<file path="src/rtl/uart_tx_core.sv">
// -----------------------------------------------------------------------------
// uart_tx_core
// Serial UART transmitter, 8N1, LSB first. Frames are requested through a
// level-sensitive start input and timed by a fixed clocks-per-bit parameter.
// All outputs are registered.
//
// Ports
//   clk       in   1          system clock, rising edge
//   rst       in   1          asynchronous reset, active high
//   tx_en     in   1          enable; gates acceptance of new frames only
//   tx_rst    in   1          synchronous soft reset / abort, active high
//   tx_start  in   1          frame request, level sensitive
//   tx_data   in   DATA_BITS  payload, sampled in the acceptance cycle only
//   tx        out  1          serial line, idles high
//   tx_busy   out  1          high while a frame is on the line
//   tx_done   out  1          one-cycle pulse at frame completion
// -----------------------------------------------------------------------------
module uart_tx_core #(
   parameter int CLKS_PER_BIT = 651,
   parameter int DATA_BITS    = 8
) (
   input  logic                 clk,
   input  logic                 rst,
   input  logic                 tx_en,
   input  logic                 tx_rst,
   input  logic                 tx_start,
   input  logic [DATA_BITS-1:0] tx_data,
   output logic                 tx,
   output logic                 tx_busy,
   output logic                 tx_done
);

   localparam int CW = (CLKS_PER_BIT > 1) ? $clog2(CLKS_PER_BIT) : 1;
   localparam int IW = (DATA_BITS > 1) ? $clog2(DATA_BITS) : 1;

   localparam logic [CW-1:0] BAUD_LAST = CW'(CLKS_PER_BIT - 1);
   localparam logic [IW-1:0] IDX_LAST  = IW'(DATA_BITS - 1);

   typedef enum logic [1:0] {
      S_IDLE,
      S_START,
      S_DATA,
      S_STOP
   } state_e;

   state_e                 state_q,    state_d;
   logic [CW-1:0]          baud_cnt_q, baud_cnt_d;
   logic [IW-1:0]          bit_idx_q,  bit_idx_d;
   logic [DATA_BITS-1:0]   shift_q,    shift_d;
   logic                   tx_q,       tx_d;
   logic                   busy_q,     busy_d;
   logic                   done_q,     done_d;

   // Last clock of the current bit period.
   logic bit_end;
   assign bit_end = (baud_cnt_q == BAUD_LAST);

   // -------------------------------------------------------------------------
   // Next-state and registered-output logic
   // -------------------------------------------------------------------------
   always_comb begin
      // NOTE: every signal gets a default before the case so no path leaves a
      // variable unassigned, which would otherwise infer a latch.
      state_d    = state_q;
      baud_cnt_d = baud_cnt_q;
      bit_idx_d  = bit_idx_q;
      shift_d    = shift_q;
      tx_d       = tx_q;
      busy_d     = busy_q;
      done_d     = 1'b0;

      unique case (state_q)
         S_IDLE: begin
            baud_cnt_d = '0;
            bit_idx_d  = '0;
            tx_d       = 1'b1;
            busy_d     = 1'b0;
            if (tx_start && tx_en) begin
               shift_d = tx_data;
               state_d = S_START;
               tx_d    = 1'b0;
               busy_d  = 1'b1;
            end
         end

         S_START: begin
            if (bit_end) begin
               baud_cnt_d = '0;
               state_d    = S_DATA;
               tx_d       = shift_q[0];
            end else begin
               baud_cnt_d = baud_cnt_q + CW'(1);
            end
         end

         S_DATA: begin
            if (bit_end) begin
               baud_cnt_d = '0;
               if (bit_idx_q == IDX_LAST) begin
                  state_d = S_STOP;
                  tx_d    = 1'b1;
               end else begin
                  // The bit following the current one becomes the new LSB.
                  bit_idx_d = bit_idx_q + IW'(1);
                  shift_d   = {1'b0, shift_q[DATA_BITS-1:1]};
                  tx_d      = shift_q[1];
               end
            end else begin
               baud_cnt_d = baud_cnt_q + CW'(1);
            end
         end

         S_STOP: begin
            if (bit_end) begin
               baud_cnt_d = '0;
               state_d    = S_IDLE;
               busy_d     = 1'b0;
               done_d     = 1'b1;
            end else begin
               baud_cnt_d = baud_cnt_q + CW'(1);
            end
         end

         default: state_d = S_IDLE;
      endcase

      // Soft abort overrides everything, including a simultaneous start
      // request, and deliberately suppresses the done pulse.
      if (tx_rst) begin
         state_d    = S_IDLE;
         baud_cnt_d = '0;
         bit_idx_d  = '0;
         shift_d    = '0;
         tx_d       = 1'b1;
         busy_d     = 1'b0;
         done_d     = 1'b0;
      end
   end

   // -------------------------------------------------------------------------
   // State register
   // -------------------------------------------------------------------------
   // NOTE: sequential state uses non-blocking assignments so every register
   // samples the pre-edge value of its _d, independent of statement order.
   always_ff @(posedge clk or posedge rst) begin
      if (rst) begin
         state_q    <= S_IDLE;
         baud_cnt_q <= '0;
         bit_idx_q  <= '0;
         shift_q    <= '0;
         tx_q       <= 1'b1;
         busy_q     <= 1'b0;
         done_q     <= 1'b0;
      end else begin
         state_q    <= state_d;
         baud_cnt_q <= baud_cnt_d;
         bit_idx_q  <= bit_idx_d;
         shift_q    <= shift_d;
         tx_q       <= tx_d;
         busy_q     <= busy_d;
         done_q     <= done_d;
      end
   end

   assign tx      = tx_q;
   assign tx_busy = busy_q;
   assign tx_done = done_q;

endmodule

</file>
<file path="config.mk">
export PLATFORM = sky130hd
export DESIGN_NAME = uart_tx_core
export DESIGN_NICKNAME = d
export VERILOG_FILES = /design/src/rtl/uart_tx_core.sv
export SDC_FILE = /design/constraint.sdc
export NUM_CORES = 1
export LEC_CHECK = 0
export ABC_AREA = 1
export CAP_MARGIN = 5
export CORE_MARGIN = 4
export CORE_UTILIZATION = 31
export DETAILED_ROUTE_END_ITERATION = 16
export GPL_ROUTABILITY_DRIVEN = 0
export SETUP_SLACK_MARGIN = 0.05
export SYNTH_ARGS = -nofsm -noshare
export SYNTH_HDL_FRONTEND = slang
export SYNTH_SLANG_ARGS = --single-unit
</file>
<file path="constraint.sdc">
create_clock -name clk -period 2.5 [get_ports clk]
set_input_delay 0.5 -clock clk [delete_from_list [all_inputs] [get_ports clk]]
set_output_delay 0.5 -clock clk [all_outputs]
set_load 0.03 [all_outputs]
</file>
After elaboration in Yosys (flattened, before gate mapping)

Cells that the tools add are included.

Bits of input ports: 13
Word-level logic and storage cells: 63
Output and inout bits: 3
Register bits after elaboration: 26

Reductions and logical operators: 11
Muxes and demuxes: 32
Eq/ne operators: 11
Add/sub/neg operators: 2

Operators with widths:

| kind                                                                  | number |
|---|---|
| 8-bit 2-to-1 mux                                                      | 4 |
| 10-bit 2-to-1 mux                                                     | 2 |
| 10-bit one-hot mux with 2 select lines                                | 1 |
| 3-bit inequality test, second input constant                          | 6 |
| 8-bit one-hot mux with 2 select lines                                 | 1 |
| 2-bit 2-to-1 mux                                                      | 6 |
| 1-bit 2-to-1 mux                                                      | 11 |
| 10-bit by 1-bit adder with 10-bit output, second input constant       | 1 |
| 10-bit equality test, second input constant                           | 1 |
| 3-bit 2-to-1 mux                                                      | 3 |
| 2-bit one-hot mux with 4 select lines                                 | 1 |
| 3-bit one-hot mux with 2 select lines                                 | 1 |
| 3-bit AND reduction                                                   | 2 |
| 3-bit nonzero test                                                    | 2 |
| 5-bit AND reduction                                                   | 1 |
| 2-bit equality test, second input constant                            | 2 |
| 4-bit AND reduction                                                   | 1 |
| 4-bit nonzero test                                                    | 1 |
| 3-bit by 1-bit adder with 3-bit output, second input constant         | 1 |
| 3-bit equality test, second input constant                            | 1 |
| 1-bit one-hot mux with 3 select lines                                 | 1 |
| 3-bit OR reduction                                                    | 1 |
| 2-bit by 1-bit equality test with 1-bit output, second input constant | 1 |
| 2-bit zero test                                                       | 1 |
| other kinds (3)                                                       | 3 |

Depth between registers and ports, before layout

Gate-level depths: netlist of run 1.

Depth after elaboration: 5
Mapped depth: 10
Mapped depth without buffers: 9

Least setup slack after synthesis of run 1

Ideal clock, no wire load.

Path kind: flip-flop to flip-flop
From: register bit_idx_q[0]
To: register shift_q[0]
Arrival: 1.345 ns
Required time: 2.379 ns
Slack: 1.034 ns
Stages on the path, launching flop included: 10
Clock period less this slack: 1.466 ns
Cell sequence: dfrtp_1 -> ha_1 -> ha_1 -> inv_1 -> o21ai_1 -> o21ai_2 -> nand3_4 -> buf_8 -> nand2_1 -> o21ai_2

Longest elaborated chain between the ends: 3

RTL lines:

| what                            | RTL line | RTL |
|---|---|---|
| start: declaration              | 48       | `logic [IW-1:0] bit_idx_q, bit_idx_d;` |
| start signal: assignment        | 157      | `bit_idx_q <= bit_idx_d;` |
| 3-bit equality test             | 99       | `if (bit_idx_q == IDX_LAST) begin` |
| 3-bit inequality test (no line) | --       |  |
| 4-bit AND reduction (no line)   | --       |  |
| end signal: assignment          | 158      | `shift_q <= shift_d;` |
| end: declaration                | 49       | `logic [DATA_BITS-1:0] shift_q, shift_d;` |

No other way between the ends.
A chain may end at the register's enable or synchronous reset.

Worst setup path in the final report of run 1

From: register tx_q, in the netlist tx
To: output tx

RTL lines:

| what                     | RTL line | RTL |
|---|---|---|
| start: declaration       | 50       | `logic tx_q, tx_d;` |
| start signal: assignment | 159      | `tx_q <= tx_d;` |
| end: declaration         | 28       | `output logic tx,` |

No word-level cell between the ends.

==> impl_metrics.yaml, run 1 <==
synth:
  synthCells: 175
  synth_seq_cells: 26
  yosysUniqueCellTypes: 26
  synthesis.nets: 196
  synth.avg_cell_area_sq_um: 8.36
  yosysSeqAreaShare_pct: 44.6
  syn-cell-area_sq_mm: 0.00146
  ys_warn_count: 0
worst_setup_path:
  start_kind: "register"
  endpoint_kind: "primary output"
  critPathBufInv: 1
  worstSetupPathType: "reg2out"
  cp_slowest_cell: "clkdlybuf4s50_1"
  critPathMaxFanout: 2
  max_stage_delay_ns: 0.66
  cp.arrival_ns: 1.47
  crit_chain: "clkdlybuf4s50_1"
  worstPathRequired_ns: 2.00
  critPathTopFamily: "buffers and inverters"
cts:
  cts_buffers: 3
  insertion_delay_ns: 0.27
  ctsResizeCount: 0
  path_clk_slew_ns: 0.09
  cts_tree: "done"
  clock-sinks: 26
  clockRootBuffer: "clkbuf_8"
  cts_buffer_depth: 2
  post-cts-setup-buffer-count: 0
  htreeDepth: 1
  postCtsHoldBufs: 0
grt:
  grt_pass1_vias: 1072
  grt_max_degree: 27
  overflow: 0
  antenna_found_initial: 0
  grt_pass1_wl_um: 4800
  grt_use_total_pct: 9.94
routing:
  drc_errors: 0
  drt_pre_antenna_iters: 4
  vias: 1122
  drtAntennaViolNets: 0
  wirelength_um: 2700
  drtIter0Drc: 56
  avgRoutedWirePerCell_um: 11.0
  vias_per_cell: 4.58
sta:
  setup_viol: 0
  fin_crit_sh_pct: 78.8
  tightest_slew_ns: 0.571
  worst_clock_skew_ns: 0.00625
  layout_setup_ws_ns: 0.530
  layout_min_cycle_time_ns: 1.97
  relSlewSlack_pct: 61.8
  rsz0062_at_grt: "no"
  finalSetupTns_ns: 0
  final-max-slew-violation-count: 0
  hold_viol: 0
  fmax_mhz: 508
power_and_ir_drop:
  finalPower_uw: 1520
  intPower_uw: 906
  pwr-share-clk_pct: 17.9
  power_density_mw_per_mm2: 883
  vdd_ir_drop_max_mv: 0.340
  comb_power_share_pct: 42.9
  leakagePower_uw: 0.000784
  netSwitchingPower_uw: 611
  swShare_pct: 40.3
  seqPwrFrac_pct: 39.2
floorplanning:
  die_h_um: 76.7
  core_sq_mm: 0.00447
  start_util_pct: 32.7
  die_w_um: 76.7
  pin_count: 16
  rows: 24
  dieArea_sq_mm: 0.00588
finish:
  diodes: 0
  nFillCells: 453
  areaGrowthSynthToFinish_pct: 17.5
  nNetsFinal: 215
  stdcell_area_sq_mm: 0.00172
  drive_gt1_share_pct: 15.5
placed_design:
  pre_cts_ws_ns: 0.410
  portBuffers: 15
  dp_hpwl_um: 2010
  place_area_sq_mm: 0.00166
run:
  maxCapViolations: 0
min_path:
  hold_class: "reg2reg"
run_status:
  status: "complete, no violations"
## power by group through the flow
stage | Combinational [uW] | Clock [uW] | Sequential [uW]
floorplan | 524 | 0 | 617
global placement | 644 | 0 | 605
detailed placement | 658 | 0 | 602
CTS | 660 | 284 | 596
global route | 736 | 301 | 613
finish | 651 | 272 | 595
## cell usage after synthesis
library cell  count  area [sq um]
dfstp_2           1          26.3
nor2_1           21          78.8
o21ai_0           4          20.0
inv_1            17          63.8
o21ai_1           4          20.0
buf_8             1          15.0
nand2_2           2          12.5
buf_4             1          7.51
nand3_4           1          17.5
nand2_1          40           150
dfrtp_1          25           626
nor2_2            2          12.5
nand4_1           3          18.8
inv_2             5          18.8
ha_1              8           100
a21oi_1           2          10.0
xor2_1            1          8.76
a22oi_1           7          52.6
nand2_4           1          11.3
nor3b_1           2          15.0
inv_4             1          6.26
nand3_1           9          45.0
or2_2             2          12.5
nor3_1            5          25.0
nand3_2           1          10.0
o21ai_2           9          78.8
## layer usage
layer	track usage, %	vias to the layer above	routed length [um]
met2	15.6	19	1180
met3	2.93	0	114
met4	2.54	0	0
met1	13.3	502	1410
li1	-	601	-
met5	0	-	0
## cell usage in the layout (no fill, tap or decap), types with 5 or more instances in the layout
| cell type | count |
|---|---|
| nand2_1 | 40 |
| ha_1 | 8 |
| nor2_1 | 21 |
| o21ai_2 | 9 |
| dfrtp_1 | 25 |
| a22oi_1 | 7 |
| clkdlybuf4s50_1 | 15 |
| inv_2 | 5 |
| inv_1 | 17 |
| nand3_1 | 9 |
| nor3_1 | 5 |
## cells by family (layout without fill, tap and decap cells)
| kind of cell | after synthesis | count (layout) | synth area share [%] |
|---|---|---|---|
| AOI/OAI and AO/OA | 26 | 26 | 12.4 |
| buffers and inverters | 25 | 43 | 7.61 |
| xor gates and xnor gates | 1 | 1 | 0.599 |
| adders and majority gates | 8 | 8 | 6.84 |
| DFF | 26 | 26 | 44.6 |
| and+or+nand+nor | 89 | 89 | 28.0 |
## stage by stage
step / hold WS (ns) / std cells / util (%)
CTS: 0.479 / 245 / 38.4
detailed placement: 0.464 / 241 / 37.2
global route: 0.502 / 245 / 38.4
global placement: 0.453 / 241 / 37.2
finish: 0.468 / 245 / 38.4
floorplan: 0.455 / 175 / -
## final cells by class
| class | count | area (sq um) | area share (%) |
|---|---|---|---|
| clock buffer | 4 | 55.1 | 3.20 |
| sequential | 26 | 652 | 37.9 |
| timing repair buffer | 16 | 158 | 9.18 |
| multi-input combinational | 124 | 699 | 40.7 |
| tap | 52 | 65.1 | 3.79 |
| inverter | 23 | 88.8 | 5.17 |
## state kept, by name, indices dropped and copies added, names as in the netlist
| register | cells |
|---|---|
| baud_cnt_q | 10 |
| shift_q | 8 |
| state_q | 2 |
| tx | 1 |
| bit_idx_q | 3 |
| tx_done | 1 |
| tx_busy | 1 |
## worst paths after layout
kind	from	end	slack (ns)	cells after the start
setup / recovery	tx$_DFFE_PP1P_	tx	0.53	1
max in group asynchronous	rst	tx$_DFFE_PP1P_	1.63	3
min in group asynchronous	rst	baud_cnt_q[2]$_DFF_PP0_	0.57	3
hold / removal	tx$_DFFE_PP1P_	tx$_DFFE_PP1P_	0.47	2
setup reg to reg	state_q[0]$_DFFE_PP0P_	shift_q[1]$_DFFE_PP0P_	0.76	5
hold reg to reg	tx$_DFFE_PP1P_	tx$_DFFE_PP1P_	0.47	2
Note: power is estimated with default switching activity, not from simulation.
==> inputs of run 2 (changes only) <==
==> constraint.sdc (replaced) <==
create_clock -name clk -period 1.89 [get_ports clk]
set_input_delay 0.378 -clock clk [delete_from_list [all_inputs] [get_ports clk]]
set_output_delay 0.378 -clock clk [all_outputs]
set_load 0.03 [all_outputs]
==> run 2 against run 1 <==
Power grew 34%; utilization grew 0.64 points; combinational power grew 36%; flip-flop and latch count is the same; routed wire length grew 1.0%; critical path depth is the same; critical path type unchanged; highest routed layer is now met4; register-to-register slack lost 0.53 ns; non-clock buffer count grew 4; largest cell class unchanged.
==> impl_metrics.yaml, run 2 (same netlist as run 1, synthesis figures left out) <==
sta:
  final-max-slew-violation-count: 0
  layout_min_cycle_time_ns: 1.67
  finalSetupTns_ns: 0
  tightest_slew_ns: 0.343
  relSlewSlack_pct: 77.1
  fin_crit_sh_pct: 88.5
  hold_viol: 0
  setup_viol: 0
  fmax_mhz: 598
  rsz0062_at_grt: "no"
  worst_clock_skew_ns: 0.00856
grt:
  grt_pass1_wl_um: 4730
  antenna_found_initial: 0
  grtUsageMet3_pct: 3.04
  grt_max_degree: 27
  use_met1_pct: 13.6
  overflow: 0
  top_usage_layer: "met2"
  grt_use_met2_pct: 14.5
  grt_use_total_pct: 9.87
  grt_pass1_vias: 1057
floorplanning:
  die_w_um: 76.7
  die_h_um: 76.7
  rows: 24
  dieArea_sq_mm: 0.00588
  pin_count: 16
  core_sq_mm: 0.00447
  start_util_pct: 32.7
cts:
  cts_buffer_depth: 2
  insertion_delay_ns: 0.28
  cts_buffers: 3
  path_clk_slew_ns: 0.09
  postCtsHoldBufs: 0
  clockRootBuffer: "clkbuf_8"
  post-cts-setup-buffer-count: 0
  htreeDepth: 1
  cts_tree: "done"
  clock-sinks: 26
worst_setup_path:
  start_kind: "register"
  timing.rr.start: "state_q[0]$_DFFE_PP0P_"
  max_stage_delay_ns: 0.66
  r2r_end: "shift_q[6]$_DFFE_PP0P_"
  critPathMaxFanout: 2
  cp.arrival_ns: 1.29
  critPathBufInv: 1
  critPathTopFamily: "buffers and inverters"
  endpoint_kind: "primary output"
  worstSetupPathType: "reg2out"
  r2r_slack_ns: 0.23
  crit_chain: "clkdlybuf4s50_1"
  worstPathRequired_ns: 1.51
  reg2reg_depth: 7
  cp_slowest_cell: "clkdlybuf4s50_1"
power_and_ir_drop:
  swShare_pct: 40.3
  power_density_mw_per_mm2: 1170
  finalPower_uw: 2040
  seqPwrFrac_pct: 38.7
  vdd_ir_drop_max_mv: 0.434
  comb_power_share_pct: 43.4
  pwr-share-clk_pct: 17.9
  leakagePower_uw: 0.000804
  intPower_uw: 1220
  netSwitchingPower_uw: 822
finish:
  nFillCells: 466
  diodes: 0
  largest-register: "baud_cnt_q"
  fin_cells: 249
  largest_reg_flops: 10
  drive_gt1_share_pct: 17.3
  nNetsFinal: 219
  layout_commonest_cell: "nand2_1"
  final_cell_mix: "nand2_1, dfrtp_1, nor2_1"
  reg_top3: "baud_cnt_q x10, shift_q x8, bit_idx_q x3"
  areaGrowthSynthToFinish_pct: 19.4
  fin_util_pct: 39.0
placed_design:
  portBuffers: 15
  dp_hpwl_um: 2030
  dp_cells: 245
run:
  maxCapViolations: 0
routing:
  drtIter0Drc: 48
  drtAntennaViolNets: 0
  vias_per_cell: 4.68
  vias: 1166
  wirelength_um: 2730
  drt_pre_antenna_iters: 4
  drc_errors: 0
  avgRoutedWirePerCell_um: 11.0
run_status:
  status: "complete, no violations"
min_path:
  hold_class: "in2async"
==> run 2: metal layers <==
layer  vias up  part of all wire, %
met5         -                    0
met4         0                 0.37
met3         3                  4.9
met2        23                   43
met1       532                   51
li1        608                    -
==> run 2: cell type report <==
class	count	area, sq um	area share, %
Tap cell	52	65.1	3.72
Multi-Input combinational cell	124	699	40.0
Sequential cell	26	652	37.3
Inverter	23	88.8	5.09
Timing Repair Buffer	20	186	10.7
Clock buffer	4	55.1	3.15
==> run 2: worst max path at each step <==
stage,startpoint,to,cells past startpoint
after floorplan,bit_idx_q[0]$_DFFE_PP0P_,shift_q[0]$_DFFE_PP0P_,9
final,tx_busy$_DFFE_PP0P_,tx_busy,1
after CTS,tx_busy$_DFFE_PP0P_,tx_busy,1
after global placement,tx_rst,shift_q[3]$_DFFE_PP0P_,6
after detailed placement,tx_rst,shift_q[0]$_DFFE_PP0P_,6
after global routing,state_q[0]$_DFFE_PP0P_,shift_q[5]$_DFFE_PP0P_,7
==> run 2: worst min-delay path: stages <==
cell and delay (ns):
clkdlybuf4s50_1 0.40, inv_1 0.05, buf_4 0.32
==> run 2: power groups by stage <==
stage               Clock, uW  Sequential, uW  Combinational, uW
floorplan                   0             816                694
global placement            0             801                885
detailed placement          0             801                892
CTS                       383             790                890
global route              398             810                994
finish                    365             789                885
==> run 2: what timing repair did <==
action,CTS,global route
endpoints found under the setup margin,1,0
hold endpoints to repair,0,0
resized for setup,1,0
==> run 2: metrics by stage <==
stage	area (sq um)	hold slack, ns	worst slack (ns)
after global routing	1750	0.482	0.115
after floorplan	1460	0.417	0.424
after global placement	1690	0.449	0.0307
after detailed placement	1690	0.464	0.0231
final	1750	0.454	0.217
after CTS	1750	0.459	0.198
